<file path="config.mk">
export PLATFORM = sky130hd
export DESIGN_NAME = park_keypad_entry
export DESIGN_NICKNAME = d
export VERILOG_FILES = /design/src/rtl/park_pkg.sv /design/src/rtl/park_key_debounce.sv /design/src/rtl/park_keypad_entry.sv
export SDC_FILE = /design/constraint.sdc
export NUM_CORES = 1
export LEC_CHECK = 0
export CAP_MARGIN = 25
export CORE_MARGIN = 10
export CORE_UTILIZATION = 35
export CTS_BUF_LIST = sky130_fd_sc_hd__clkbuf_8
export CTS_CLUSTER_DIAMETER = 200
export DETAILED_ROUTE_END_ITERATION = 16
export MAX_ROUTING_LAYER = met4
export SLEW_MARGIN = 20
export SYNTH_ARGS = -nofsm -noshare
export SYNTH_HDL_FRONTEND = slang
export SYNTH_HIERARCHICAL = 1
export SYNTH_SLANG_ARGS = --single-unit
</file>
<file path="constraint.sdc">
create_clock -name clk -period 2.13 [get_ports clk]
set_input_delay 0.3195 -clock clk [delete_from_list [all_inputs] [get_ports clk]]
set_output_delay 0.3195 -clock clk [all_outputs]
set_load 0.05 [all_outputs]
</file>
<file path="src/rtl/park_pkg.sv">
// ============================================================================
// park_pkg
// Shared types and constants for the parking-gate password path.
// Rev 1.0
// ============================================================================
`timescale 1ns/1ps
`default_nettype none

package park_pkg;

    localparam int PW_W = 2;

    typedef enum logic [1:0] {
        IDLE    = 2'd0,
        ARM_D1  = 2'd1,
        ARM_D2  = 2'd2,
        PRESENT = 2'd3
    } park_state_t;

    // Width of a counter that must hold the value n without wrapping.
    function automatic int cnt_w(input int n);
        return $clog2(n + 1);
    endfunction

endpackage

`default_nettype wire

</file>
<file path="src/rtl/park_key_debounce.sv">
// ============================================================================
// park_key_debounce
// Debounces the raw key-down level and emits a one-cycle press strobe.
// Rev 1.0
// ============================================================================
`timescale 1ns/1ps
`default_nettype none

module park_key_debounce
    import park_pkg::*;
#(
    parameter int DEBOUNCE_CYCLES = 4
) (
    input  logic clk,
    input  logic reset_n,
    input  logic i_raw,
    output logic o_level,
    output logic o_press
);

    localparam int               CNT_W  = cnt_w(DEBOUNCE_CYCLES);
    localparam logic [CNT_W-1:0] C_LAST = CNT_W'(DEBOUNCE_CYCLES - 1);

    logic [CNT_W-1:0] r_cnt;
    logic             r_level;
    logic             r_press;

    // r_cnt counts consecutive samples that disagree with the accepted level.
    always_ff @(posedge clk or negedge reset_n) begin
        if (!reset_n) begin
            r_cnt   <= '0;
            r_level <= 1'b0;
            r_press <= 1'b0;
        end else begin
            r_press <= 1'b0;
            if (i_raw == r_level) begin
                r_cnt <= '0;
            end else if (r_cnt >= C_LAST) begin
                r_cnt   <= '0;
                r_level <= i_raw;
                r_press <= i_raw;
            end else begin
                r_cnt <= r_cnt + 1'b1;
            end
        end
    end

    assign o_level = r_level;
    assign o_press = r_press;

endmodule

`default_nettype wire

</file>
<file path="src/rtl/park_keypad_entry.sv">
// ============================================================================
// park_keypad_entry
// Captures two keypad digits while a car is at the entrance and presents them
// to the gate controller for a fixed hold window.
// Rev 1.0
// ============================================================================
`timescale 1ns/1ps
`default_nettype none

module park_keypad_entry
    import park_pkg::*;
#(
    parameter int DEBOUNCE_CYCLES = 4,
    parameter int TIMEOUT_CYCLES  = 1000,
    parameter int HOLD_CYCLES     = 100
) (
    input  logic            clk,
    input  logic            reset_n,
    input  logic            sensor_entrance,
    input  logic            key_valid,
    input  logic [PW_W-1:0] key_code,
    input  logic            key_clear,
    output logic [PW_W-1:0] password_1,
    output logic [PW_W-1:0] password_2,
    output logic            pw_valid,
    output logic            busy,
    output logic            entry_err
);

    localparam int               TMO_W       = cnt_w(TIMEOUT_CYCLES);
    localparam int               HOLD_W      = cnt_w(HOLD_CYCLES);
    localparam logic [TMO_W-1:0]  C_TMO_LAST  = TMO_W'(TIMEOUT_CYCLES - 1);
    localparam logic [HOLD_W-1:0] C_HOLD_LAST = HOLD_W'(HOLD_CYCLES - 1);

    park_state_t       r_state;
    logic [PW_W-1:0]   r_d1;
    logic [PW_W-1:0]   r_d2;
    logic [TMO_W-1:0]  r_tmo;
    logic [HOLD_W-1:0] r_hold;
    logic [PW_W-1:0]   r_pw1;
    logic [PW_W-1:0]   r_pw2;
    logic              r_pw_valid;
    logic              r_busy;
    logic              r_err;

    park_state_t       w_next;
    logic [PW_W-1:0]   w_d1;
    logic [PW_W-1:0]   w_d2;
    logic [TMO_W-1:0]  w_tmo;
    logic [HOLD_W-1:0] w_hold;
    logic              w_tmo_hit;
    logic              w_err;
    logic              w_level;
    logic              w_press;
    logic              w_accept;

    park_key_debounce #(
        .DEBOUNCE_CYCLES (DEBOUNCE_CYCLES)
    ) u_debounce (
        .clk     (clk),
        .reset_n (reset_n),
        .i_raw   (key_valid),
        .o_level (w_level),
        .o_press (w_press)
    );

    assign w_accept = w_press & w_level;

    always_comb begin
        w_next    = r_state;
        w_d1      = r_d1;
        w_d2      = r_d2;
        w_err     = 1'b0;
        w_hold    = '0;
        w_tmo_hit = (r_tmo >= C_TMO_LAST);
        w_tmo     = w_tmo_hit ? r_tmo : r_tmo + 1'b1;

        // Priority within the armed states: clear, then press, then timeout.
        case (r_state)
            IDLE: begin
                if (sensor_entrance) begin
                    w_next = ARM_D1;
                end
            end
            ARM_D1: begin
                if (key_clear) begin
                    w_tmo = '0;
                end else if (w_accept) begin
                    w_d1   = key_code;
                    w_next = ARM_D2;
                end else if (w_tmo_hit) begin
                    w_next = IDLE;
                    w_err  = 1'b1;
                end
            end
            ARM_D2: begin
                if (key_clear) begin
                    w_d1   = '0;
                    w_next = ARM_D1;
                end else if (w_accept) begin
                    w_d2   = key_code;
                    w_next = PRESENT;
                end else if (w_tmo_hit) begin
                    w_next = IDLE;
                    w_err  = 1'b1;
                end
            end
            PRESENT: begin
                if (r_hold >= C_HOLD_LAST) begin
                    w_next = IDLE;
                end else begin
                    w_hold = r_hold + 1'b1;
                end
            end
            default: begin
                w_next = IDLE;
            end
        endcase

        if ((w_next != r_state) || (r_state == IDLE) || (r_state == PRESENT)) begin
            w_tmo = '0;
        end
        if (w_next == IDLE) begin
            w_d1 = '0;
            w_d2 = '0;
        end
    end

    always_ff @(posedge clk or negedge reset_n) begin
        if (!reset_n) begin
            r_state    <= IDLE;
            r_d1       <= '0;
            r_d2       <= '0;
            r_tmo      <= '0;
            r_hold     <= '0;
            r_pw1      <= '0;
            r_pw2      <= '0;
            r_pw_valid <= 1'b0;
            r_busy     <= 1'b0;
            r_err      <= 1'b0;
        end else begin
            r_state    <= w_next;
            r_d1       <= w_d1;
            r_d2       <= w_d2;
            r_tmo      <= w_tmo;
            r_hold     <= w_hold;
            r_pw1      <= (w_next == PRESENT) ? w_d1 : '0;
            r_pw2      <= (w_next == PRESENT) ? w_d2 : '0;
            r_pw_valid <= (w_next == PRESENT);
            r_busy     <= (w_next != IDLE);
            r_err      <= w_err;
        end
    end

    assign password_1 = r_pw1;
    assign password_2 = r_pw2;
    assign pw_valid   = r_pw_valid;
    assign busy       = r_busy;
    assign entry_err  = r_err;

endmodule

`default_nettype wire
</file>
==> results by group, run 1 <==
Outcome
  • Status: finished clean

GRT
  • Global Route met2 Usage: 0.137
  • Grt ovf: 0
  • Vias in the first global route: approximately 1400
  • Overall fraction of global-route tracks in use: 0.0920
  • GR Layer Usage met3: 0.0375
  • GRT met1 Usage: 0.107
  • First-pass GRT wire length: 6250 um
  • Initial antenna violation count: 0
  • Most Crowded Layer GR: met2
  • Pin count of the biggest net entering global routing: 36

Synth
  • Largest family of logic cells by synthesized area: simple AND/OR/NAND/NOR gates
  • Most instantiated cells after synthesis: 35 x dfrtp_1, 25 x nor2_1, 12 x nand2_1
  • Post-synth EDFFs: 0
  • Count leader, synth: dfrtp_1
  • Synth area leader: dfrtp_1
  • Syn avg cell area: roughly 11 um^2
  • Post-synthesis compound-gate area fraction: 0.132
  • Synth warn: 6
  • Post-synthesis simple-gate area fraction: 0.231
  • Post-synth top flop: dfrtp_1
  • Post-synthesis mux area share: 0.0228
  • Top cells by area, synth: dfrtp_1 48%, ha_1 5.5%, nor2_1 5.2%
  • Mapped Cells: approximately 170
  • Async set or reset register ratio after synthesis: 1.00
  • Mapped Area: 0.00181 mm^2
  • XOR/XNOR Fraction of Synth Area: 0.0533
  • Register area share after synthesis: 0.484
  • Number of synthesized register bits: 35
  • Syn_nets: approximately 180
  • Netlist cell types: 49
  • Yosys top cell area share: 0.484
  • Post-Synth Adder-Cell Area: 0.0554

Worst hold path
  • Hold Path Class: in -> async

Final layout
  • N_diodes: 0
  • Share of cells above drive strength 1: 0.243
  • Net count reported at finish: 216
  • Final core occ: 0.465
  • Final instance area: between 0.002 and 0.0025 mm^2
  • Syn-to-layout area delta: 29.7%

CTS
  • Clock Sink Count: 35
  • CTS root buffer: clkbuf_8
  • Num CTS Buffers: 5
  • Clock buffer depth: 2
  • Clock latency on the worst-skew pair: just under 0.3 ns
  • H-tree Lvls: 2
  • CTS tree: yes
  • Clk slew on worst S/H paths: roughly 0.07 ns

Floorplanning
  • CORE AREA: roughly 0.0050 mm^2
  • Core Rows: 26
  • Die width: about 90 um
  • Total die area: ~0.0084 mm^2
  • Die height: about 92 um
  • Io pins: 14
  • Starting Density: 0.359

Job
  • Max-cap violations: 0

STA
  • Max Slew Vio Count: 0
  • Max frequency: between 400 and 500 MHz
  • Final setup vio count: 0
  • Fin crit period: around 2.0 ns
  • Normalized max-slew margin: 0.664
  • Worst-Margin Slew: about 0.5 ns
  • Final period util: 0.951
  • Worst Skew: approximately 0.0054 ns
  • Hold Vio Cnt, Final: 0

Place
  • IO Port Bufs: 13
  • Gpl congestion: roughly 0.8
  • Post-DP HPWL: 2500 um
  • Placed cell areas: between 0.002 and 0.0025 mm^2

Route
  • DRT iter0 DRCs: 61
  • WL/cell: roughly 13 um
  • Remaining DRCs: 0
  • Vias per cell: approximately 4.9
  • Via count: about 1300
  • Final ANT Viol Nets: 0
  • TritonRoute pass-1 iters: 4
  • Total Wirelength: between 3000 and 4000 um

Power and ir drop
  • Sw Share: 0.340
  • Combinational share of power: 0.340
  • Peak supply drop: 0.288 mV
  • Int Power: about 1.4 mW
  • Leak pwr: a little over 1 nW
  • Switching power: roughly 0.73 mW
  • PD cells: just over 900 mW/mm^2
  • Clk pwr share: 0.291
  • Seq pwr share: 0.368

Worst setup path
  • Worst Path Max Fanout: 10
  • Worst endpoint data arrival time: 2.22 ns
  • Termination of the worst setup path: r_tmo[5]
  • Setup crit end kind: flip-flop
  • Critical Path Start: r_tmo[0]
  • R2R Path Start: r_tmo[0]
  • CP startpoint kind: flip-flop
  • Reg-to-reg endpoint: r_tmo[5]
  • Critical path class: reg -> reg
  • Worst reg2reg path depth: 7
  • Worst Path Required: 2.32 ns
  • Flop2flop setup slack: about 0.11 ns
==> area by class of cell <==
type / count / area (um^2)
Multi-Input combinational cell: 123 / 982
Sequential cell: 35 / 877
Clock buffer: 6 / 82.6
Inverter: 6 / 22.5
Tap cell: 70 / 87.6
Clock inverter: 2 / 35.0
Fill cell: 467 / 2700
Timing Repair Buffer: 30 / 258
==> per-stage QoR <==
step / setup WS (ns) / power [mW] / std cells / hold slack, ns / setup TNS, ns
after floorplan: 0.106 / 1.26 / 166 / 0.0239 / 0
after global placement: -0.137 / 1.45 / 264 / 0.465 / -1.90
after detailed placement: -0.171 / 1.44 / 264 / 0.473 / -2.38
after CTS: 0.0112 / 2.09 / 272 / 0.462 / 0
after global routing: -0.0167 / 2.27 / 272 / 0.481 / -0.0298
final: 0.105 / 2.14 / 272 / 0.437 / 0
==> layer usage <==
metal  up-vias  part of all wire
met5         -                 0
met4         0             0.020
met3         8             0.040
met2        18              0.46
met1       646              0.48
li1        666                 -
==> sequential cells by signal, indices dropped and copies added (netlist names), 2 cells and up <==
name              cells
u_debounce/r_cnt      3
r_d1                  2
r_tmo                10
r_state               2
r_hold                7
password_1            2
r_d2                  2
password_2            2
==> power groups by stage <==
stage / combinational, mW / clock, mW / sequential [mW]
finish: 0.729 / 0.624 / 0.788
global route: 0.806 / 0.670 / 0.798
CTS: 0.673 / 0.636 / 0.785
detailed placement: 0.644 / 0 / 0.799
global placement: 0.649 / 0 / 0.797
floorplan: 0.431 / 0 / 0.826
==> cell families after synthesis <==
logic type,Yosys count
fa+ha+maj,8
xor+xnor,11
buf+inv,8
simple gates,72
flops,35
mux,4
compound gates,28
==> worst min-delay path by stage <==
stage,from,slack [ns],endpoint
4_1_cts,reset_n,0.46,r_tmo[2]
2_1_floorplan,reset_n,0.02,busy
3_3_place_gp,u_debounce/r_cnt[2],0.47,u_debounce/r_cnt[0]
6_report,reset_n,0.44,r_hold[0]
5_1_grt,reset_n,0.48,r_hold[1]
3_5_place_dp,u_debounce/r_cnt[2],0.47,u_debounce/r_cnt[0]
==> critical path, stage by stage, from the launching register on <==
cell and delay [ns]:
dfrtp_1 0.35, ha_1 0.20, a211oi_2 0.08, buf_4 0.16, nor4b_4 0.28, nor3_2 0.10
o32a_4 0.47, a2111oi_4 0.28
==> cell usage in the layout, fill, tap and decap left out, types with 2 or more instances in the layout <==
master,n
nor4b_4,2
ha_1,7
o21a_1,2
a22oi_1,2
clkdlybuf4s50_1,13
xnor2_1,6
nor4_4,2
mux2i_1,3
inv_1,5
xor2_1,5
nand3_1,6
dfrtp_1,34
a21oi_1,4
buf_4,17
and3_1,2
nor2_1,25
nand2_1,12
a211oi_2,3
a211o_1,2
a211oi_1,3
nor3_1,10
clkbuf_8,6
==> timing repair <==
item	in CTS	in global routing
hold buffers	0	0
gates resized for setup	4	12
pin swaps	0	3
endpoints found under the setup margin	18	20
setup buffers	0	0
Power figures use the tool's default switching activity.
==> run 2, diff against run 1 <==
CELL_PAD_IN_SITES_DETAIL_PLACEMENT = 0   (was unset)
CELL_PAD_IN_SITES_GLOBAL_PLACEMENT = 1   (was unset)
PLACE_DENSITY_LB_ADDON = 0.1   (was unset)
==> results by group, run 2 (same netlist as run 1, synthesis figures left out) <==
STA
  • Final period util: 0.943 (-0.00803)
  • Final hold slack: 0.447 ns (+0.00995 ns)
  • Max frequency: 498 MHz (+0.85%)
  • Final setup vio count: 0 (unchanged)
  • Hold Vio Cnt, Final: 0 (unchanged)
  • Worst Skew: 0.00972 ns (+0.00429 ns)
  • Max Slew Vio Count: 0 (unchanged)
  • Final WS setup: 0.122 ns (+0.0171 ns)
  • TNS Setup: 0 ns (unchanged)
  • RSZ-0062 raised after global routing: false
  • Fin crit period: 2.01 ns (-0.0171 ns)
  • Normalized max-slew margin: 0.659 (-0.00526)
  • Worst-Margin Slew: 0.510 ns (+0.00786 ns)

Route
  • Vias per cell: 4.91 (-0.19%)
  • WL/cell: 14.3 um (+11%)
  • Final ANT Viol Nets: 0 (unchanged)
  • DRT iter0 DRCs: 74 (+21%)
  • TritonRoute pass-1 iters: 4 (unchanged)
  • Via count: 1360 (+1.6%)
  • Total Wirelength: 3960 um (+13%)
  • Remaining DRCs: 0 (unchanged)

Final layout
  • Syn-to-layout area delta: 31.1%
  • Final Non-Filler Cells: 277 (+1.8%)
  • Final instance area: 0.00237 mm^2 (+1.1%)
  • Commonest non-fill, non-tap cell in the layout: dfrtp_1
  • Share of cells above drive strength 1: 0.261 (+0.0183)
  • Net count reported at finish: 221 (+2.3%)
  • Final core occ: 0.470 (+0.00496)
  • N_diodes: 0 (unchanged)
  • Largest register FFs: 10 (unchanged)
  • Top reg by flops: r_tmo
  • Commonest non-fill, non-tap cells in the layout: 34 x dfrtp_1, 25 x nor2_1, 22 x buf_4
  • Top flop regs: r_tmo: 10 flops, r_hold: 7 flops, u_debounce/r_cnt: 3 flops

Worst setup path
  • Top delay family on crit path: compound AO/OA/AOI/OAI gates
  • Largest stage delay, worst path: 0.45 ns (-0.02 ns)
  • Slowest CP cell: dfrtp_2
  • WP buf/inv: 0 (-1)
  • Worst Path Required: 2.32 ns (about the same)
  • Worst path cell trace: ha_1 -> nor4b_2 -> a21oi_2 -> nor2_1 -> o32a_4 -> a2111oi_4
  • Worst endpoint data arrival time: 2.20 ns (-0.02 ns)
  • Worst Path Max Fanout: 10 (unchanged)
  • Flop2flop setup slack: 0.12 ns (+0.02 ns)
  • CP startpoint kind: flip-flop
  • Critical path class: reg -> reg
  • Setup crit end kind: flip-flop

Floorplanning
  • Die height: 91.9 um (unchanged)
  • Total die area: 0.00844 mm^2 (unchanged)
  • Io pins: 14 (unchanged)
  • Core Rows: 26 (unchanged)
  • CORE AREA: 0.00504 mm^2 (unchanged)
  • Die width: 91.9 um (unchanged)
  • Starting Density: 0.359 (unchanged)

Power and ir drop
  • Leak pwr: 1.03 nW (+2.1%)
  • Peak supply drop: 0.660 mV (+130%)
  • PD cells: 905 mW/mm^2 (-0.86%)
  • Total Power: 2.14 mW (+0.20%)

Place
  • Post-DP HPWL: 2860 um (+14%)
  • Placed cell areas: 0.00217 mm^2 (+1.4%)
  • Placed Cells: 268 (+1.5%)
  • Gpl congestion: 0.853 (+5.6%)
  • IO Port Bufs: 13 (unchanged)
  • Setup WS pre-CTS: -0.157 ns (+0.0141 ns)

CTS
  • CTS tree: yes
  • Clock Sink Count: 35 (unchanged)
  • Clk slew on worst S/H paths: 0.08 ns (about the same)
  • Clock buffer depth: 2 (unchanged)
  • Clock latency on the worst-skew pair: 0.29 ns (about the same)
  • CTS Hold Buffers Added: 0 (unchanged)
  • H-tree Lvls: 2 (unchanged)
  • CTS root buffer: clkbuf_8
  • Num CTS Buffers: 5 (unchanged)

Job
  • Max-cap violations: 0 (unchanged)

Outcome
  • Status: finished clean

GRT
  • Grt ovf: 0 (unchanged)
  • Initial antenna violation count: 0 (unchanged)
  • First-pass GRT wire length: 6890 um (+10%)
  • Pin count of the biggest net entering global routing: 36 (unchanged)
  • Vias in the first global route: 1418 (+1.7%)
  • Overall fraction of global-route tracks in use: 0.102 (+0.00981)

Worst hold path
  • Hold Path Class: in -> async
## run 2: cell types whose count changed in the layout (fill, tap and decap cells not counted), sizes merged
cell | before | now
buf | 17 | 22
clkinv | 1 | 2
clkbuf | 6 | 5
## run 2: per-layer routing
| metal | wire [um] | vias up | track usage |
|---|---|---|---|
| li1 | - | 669 | - |
| met1 | 1980 | 672 | 0.130 |
| met2 | 1800 | 15 | 0.152 |
| met3 | 116 | 4 | 0.0277 |
| met4 | 65 | 0 | 0.0347 |
| met5 | 0 | - | - |
## run 2: layout make-up
class,instances,area [um^2]
Fill cell,488,2670
Multi-Input combinational cell,123,975
Tap cell,70,87.6
Timing Repair Buffer,35,295
Clock buffer,5,68.8
Clock inverter,3,43.8
Inverter,6,22.5
Sequential cell,35,877
## run 2: final timing paths
path                                           from                   to  cells after the start
worst max-delay path                     r_state[0]             r_tmo[5]                      6
worst min-delay path                        reset_n             r_tmo[3]                      2
worst max register to register           r_state[0]             r_tmo[5]                      6
worst min register to register  u_debounce/r_cnt[2]  u_debounce/r_cnt[0]                      1
max in group asynchronous                   reset_n           r_state[0]                      2
min in group clk                u_debounce/r_cnt[2]  u_debounce/r_cnt[0]                      1
## run 2: repair_timing
item                       4_1_cts  5_1_grt
hold endpoints to repair         0        0
setup buffers                    0        1
cloned                           0        0
setup endpoints to repair       18       20
resized for setup                3       12
pin swaps                        0        3
## run 2: worst register-to-register path: stages, from the launching register on
cell and delay, ns:
dfrtp_2 0.45, ha_1 0.26, nor4b_2 0.19, a21oi_2 0.19, nor2_1 0.10, o32a_4 0.44
a2111oi_4 0.28
## run 2: power breakdown
| group | switching (mW) | total, mW | internal (mW) | leakage [nW] |
|---|---|---|---|---|
| combinational | 0.427 | 0.759 | 0.332 | 0.491 |
| sequential | 0.0605 | 0.790 | 0.729 | 0.479 |
| clock | 0.248 | 0.596 | 0.348 | 0.0581 |
| total | 0.735 | 2.14 | 1.41 | 1.03 |
==> run 3, diff against run 2 <==
CORE_MARGIN = 2   (was 10)
==> results by group, run 3 (same netlist as run 1, synthesis figures left out) <==
Outcome
  • Status: finished clean

Final layout
  • Syn-to-layout area delta: 29.3%
  • Fillers: 471 (-3.5%)
  • Area occupied by multi-input gates: 0.00101 mm^2 (+3.9%)
  • Top reg by flops: r_tmo
  • Commonest non-fill, non-tap cells in the layout: 35 x dfrtp_1, 24 x nor2_1, 16 x buf_4
  • Share of cells above drive strength 1: 0.252 (-0.00839)
  • Sequential Area: 876 um^2 (-0.14%)
  • Net count reported at finish: 216 (-2.3%)
  • N_diodes: 0 (unchanged)
  • Commonest non-fill, non-tap cell in the layout: dfrtp_1
  • Top flop regs: r_tmo: 10 flops, r_hold: 7 flops, u_debounce/r_cnt: 3 flops
  • Largest register FFs: 10 (unchanged)

Worst setup path
  • Worst Path Required: 2.35 ns (+0.03 ns)
  • Worst reg2reg path depth: 9 (+3)
  • R2R Path Start: r_state[0]
  • CP startpoint kind: flip-flop
  • Flop2flop setup slack: 0.08 ns (-0.04 ns)
  • Setup crit end kind: flip-flop
  • Reg-to-reg endpoint: r_d1[0]
  • Critical path class: reg -> reg
  • Worst endpoint data arrival time: 2.27 ns (+0.07 ns)
  • Worst Path Max Fanout: 5 (-5)

CTS
  • Clk slew on worst S/H paths: 0.08 ns (about the same)
  • Clock Sink Count: 35 (unchanged)
  • Clock buffer depth: 2 (unchanged)
  • CTS Hold Buffers Added: 0 (unchanged)
  • CTS tree: yes
  • Num CTS Buffers: 5 (unchanged)
  • CTS root buffer: clkbuf_8
  • Clock latency on the worst-skew pair: 0.29 ns (about the same)
  • H-tree Lvls: 2 (unchanged)

Route
  • Via count: 1380 (+1.5%)
  • Remaining DRCs: 0 (unchanged)
  • Total Wirelength: 4040 um (+1.9%)
  • WL/cell: 14.8 um (+3.8%)
  • TritonRoute pass-1 iters: 4 (unchanged)
  • Final ANT Viol Nets: 0 (unchanged)
  • DRT iter0 DRCs: 88 (+19%)
  • Vias per cell: 5.07 (+3.3%)

GRT
  • First-pass GRT wire length: 6130 um (-11%)
  • Overall fraction of global-route tracks in use: 0.147 (+0.0449)
  • Initial antenna violation count: 0 (unchanged)
  • Vias in the first global route: 1237 (-13%)
  • Grt ovf: 0 (unchanged)
  • Pin count of the biggest net entering global routing: 36 (unchanged)

STA
  • Final period util: 0.963 (+0.0200)
  • Fin crit period: 2.05 ns (+0.0427 ns)
  • Max Slew Vio Count: 0 (unchanged)
  • Max frequency: 488 MHz (-2.1%)
  • Final hold slack: 0.438 ns (-0.00926 ns)
  • Hold Vio Cnt, Final: 0 (unchanged)
  • Worst-Margin Slew: 0.502 ns (-0.00812 ns)
  • Final setup vio count: 0 (unchanged)
  • Normalized max-slew margin: 0.665 (+0.00543)
  • Worst Skew: 0.00621 ns (-0.00350 ns)

Floorplanning
  • Core Rows: 26 (unchanged)
  • Io pins: 14 (unchanged)
  • Starting Density: 0.359 (unchanged)
  • Die height: 75.9 um (-17%)
  • CORE AREA: 0.00504 mm^2 (unchanged)
  • Total die area: 0.00576 mm^2 (-32%)
  • Die width: 75.9 um (-17%)

Job
  • Max-cap violations: 0 (unchanged)

Worst hold path
  • Hold Path Class: in -> async

Power and ir drop
  • Leak pwr: 0.976 nW (-5.0%)
  • PD cells: 892 mW/mm^2 (-1.4%)
  • Peak supply drop: 0.609 mV (-7.8%)
  • Total Power: 2.08 mW (-2.8%)

Place
  • Post-DP HPWL: 2660 um (-7.1%)
  • IO Port Bufs: 13 (unchanged)
  • Gpl congestion: 0.818 (-4.1%)
## run 3: cell types whose count changed in the layout (fill, tap and decap cells not counted), sizes merged
cell      before  now
clkinvlp       0    2
bufinv         1    0
o32a           1    2
clkinv         2    1
buf           22   16
## run 3: power by group
group          switching, mW  internal (mW)  leakage [nW]
combinational          0.480          0.335         0.456
sequential            0.0620          0.727         0.480
clock                  0.254          0.227        0.0402
total                  0.796           1.29         0.976
## run 3: through the flow
stage	TNS, ns	worst slack, ns	util	instances	area (um^2)
3_3_place_gp	-1.90	-0.123	0.421	262	2120
4_1_cts	-0.00422	-0.00360	0.443	270	2230
3_5_place_dp	-2.79	-0.217	0.421	262	2120
5_1_grt	-0.112	-0.0387	0.464	272	2340
6_report	0	0.0796	0.464	272	2340
2_1_floorplan	0	0.106	-	166	1810
## run 3: worst max-delay path, stage by stage (launching register included)
cell,delay (ns)
dfrtp_1,0.45
inv_1,0.14
ha_2,0.25
nor2_1,0.05
a211o_1,0.33
nor3_4,0.27
buf_4,0.19
nor4_2,0.05
buf_4,0.16
nor2_1,0.11
## run 3: worst max-delay path by stage
stage	endpoint	cells after the start	startpoint	slack, ns
2_1_floorplan	r_tmo[5]	7	r_state[0]	0.11
3_3_place_gp	r_tmo[1]	6	key_clear	-0.12
3_5_place_dp	password_2[1]	7	key_clear	-0.22
4_1_cts	r_tmo[7]	7	r_tmo[1]	-0.004
5_1_grt	r_d1[1]	9	r_state[0]	-0.04
6_report	r_d1[0]	9	r_state[0]	0.08
## run 3: area by class of cell
cell class                 count  share of cell area
multi-input combinational    124               0.433
sequential                    35               0.375
timing repair buffer          29               0.107
tap                           70              0.0375
clock buffer                   5              0.0294
inverter                       6             0.00964
clock inverter                 3             0.00857
## run 3: layer usage
layer  up-vias  track usage  share of wire
met4         0       0.0526          0.011
met1       691        0.207           0.48
met2        17        0.203           0.48
met5         -            -              0
met3         4       0.0357          0.027
li1        668            -              -
## run 3: repair_timing
action | in CTS | in global routing
pin swaps | 0 | 4
gates resized for setup | 4 | 15
setup buffers | 0 | 1
setup endpoints to repair | 15 | 16
gates cloned | 0 | 1
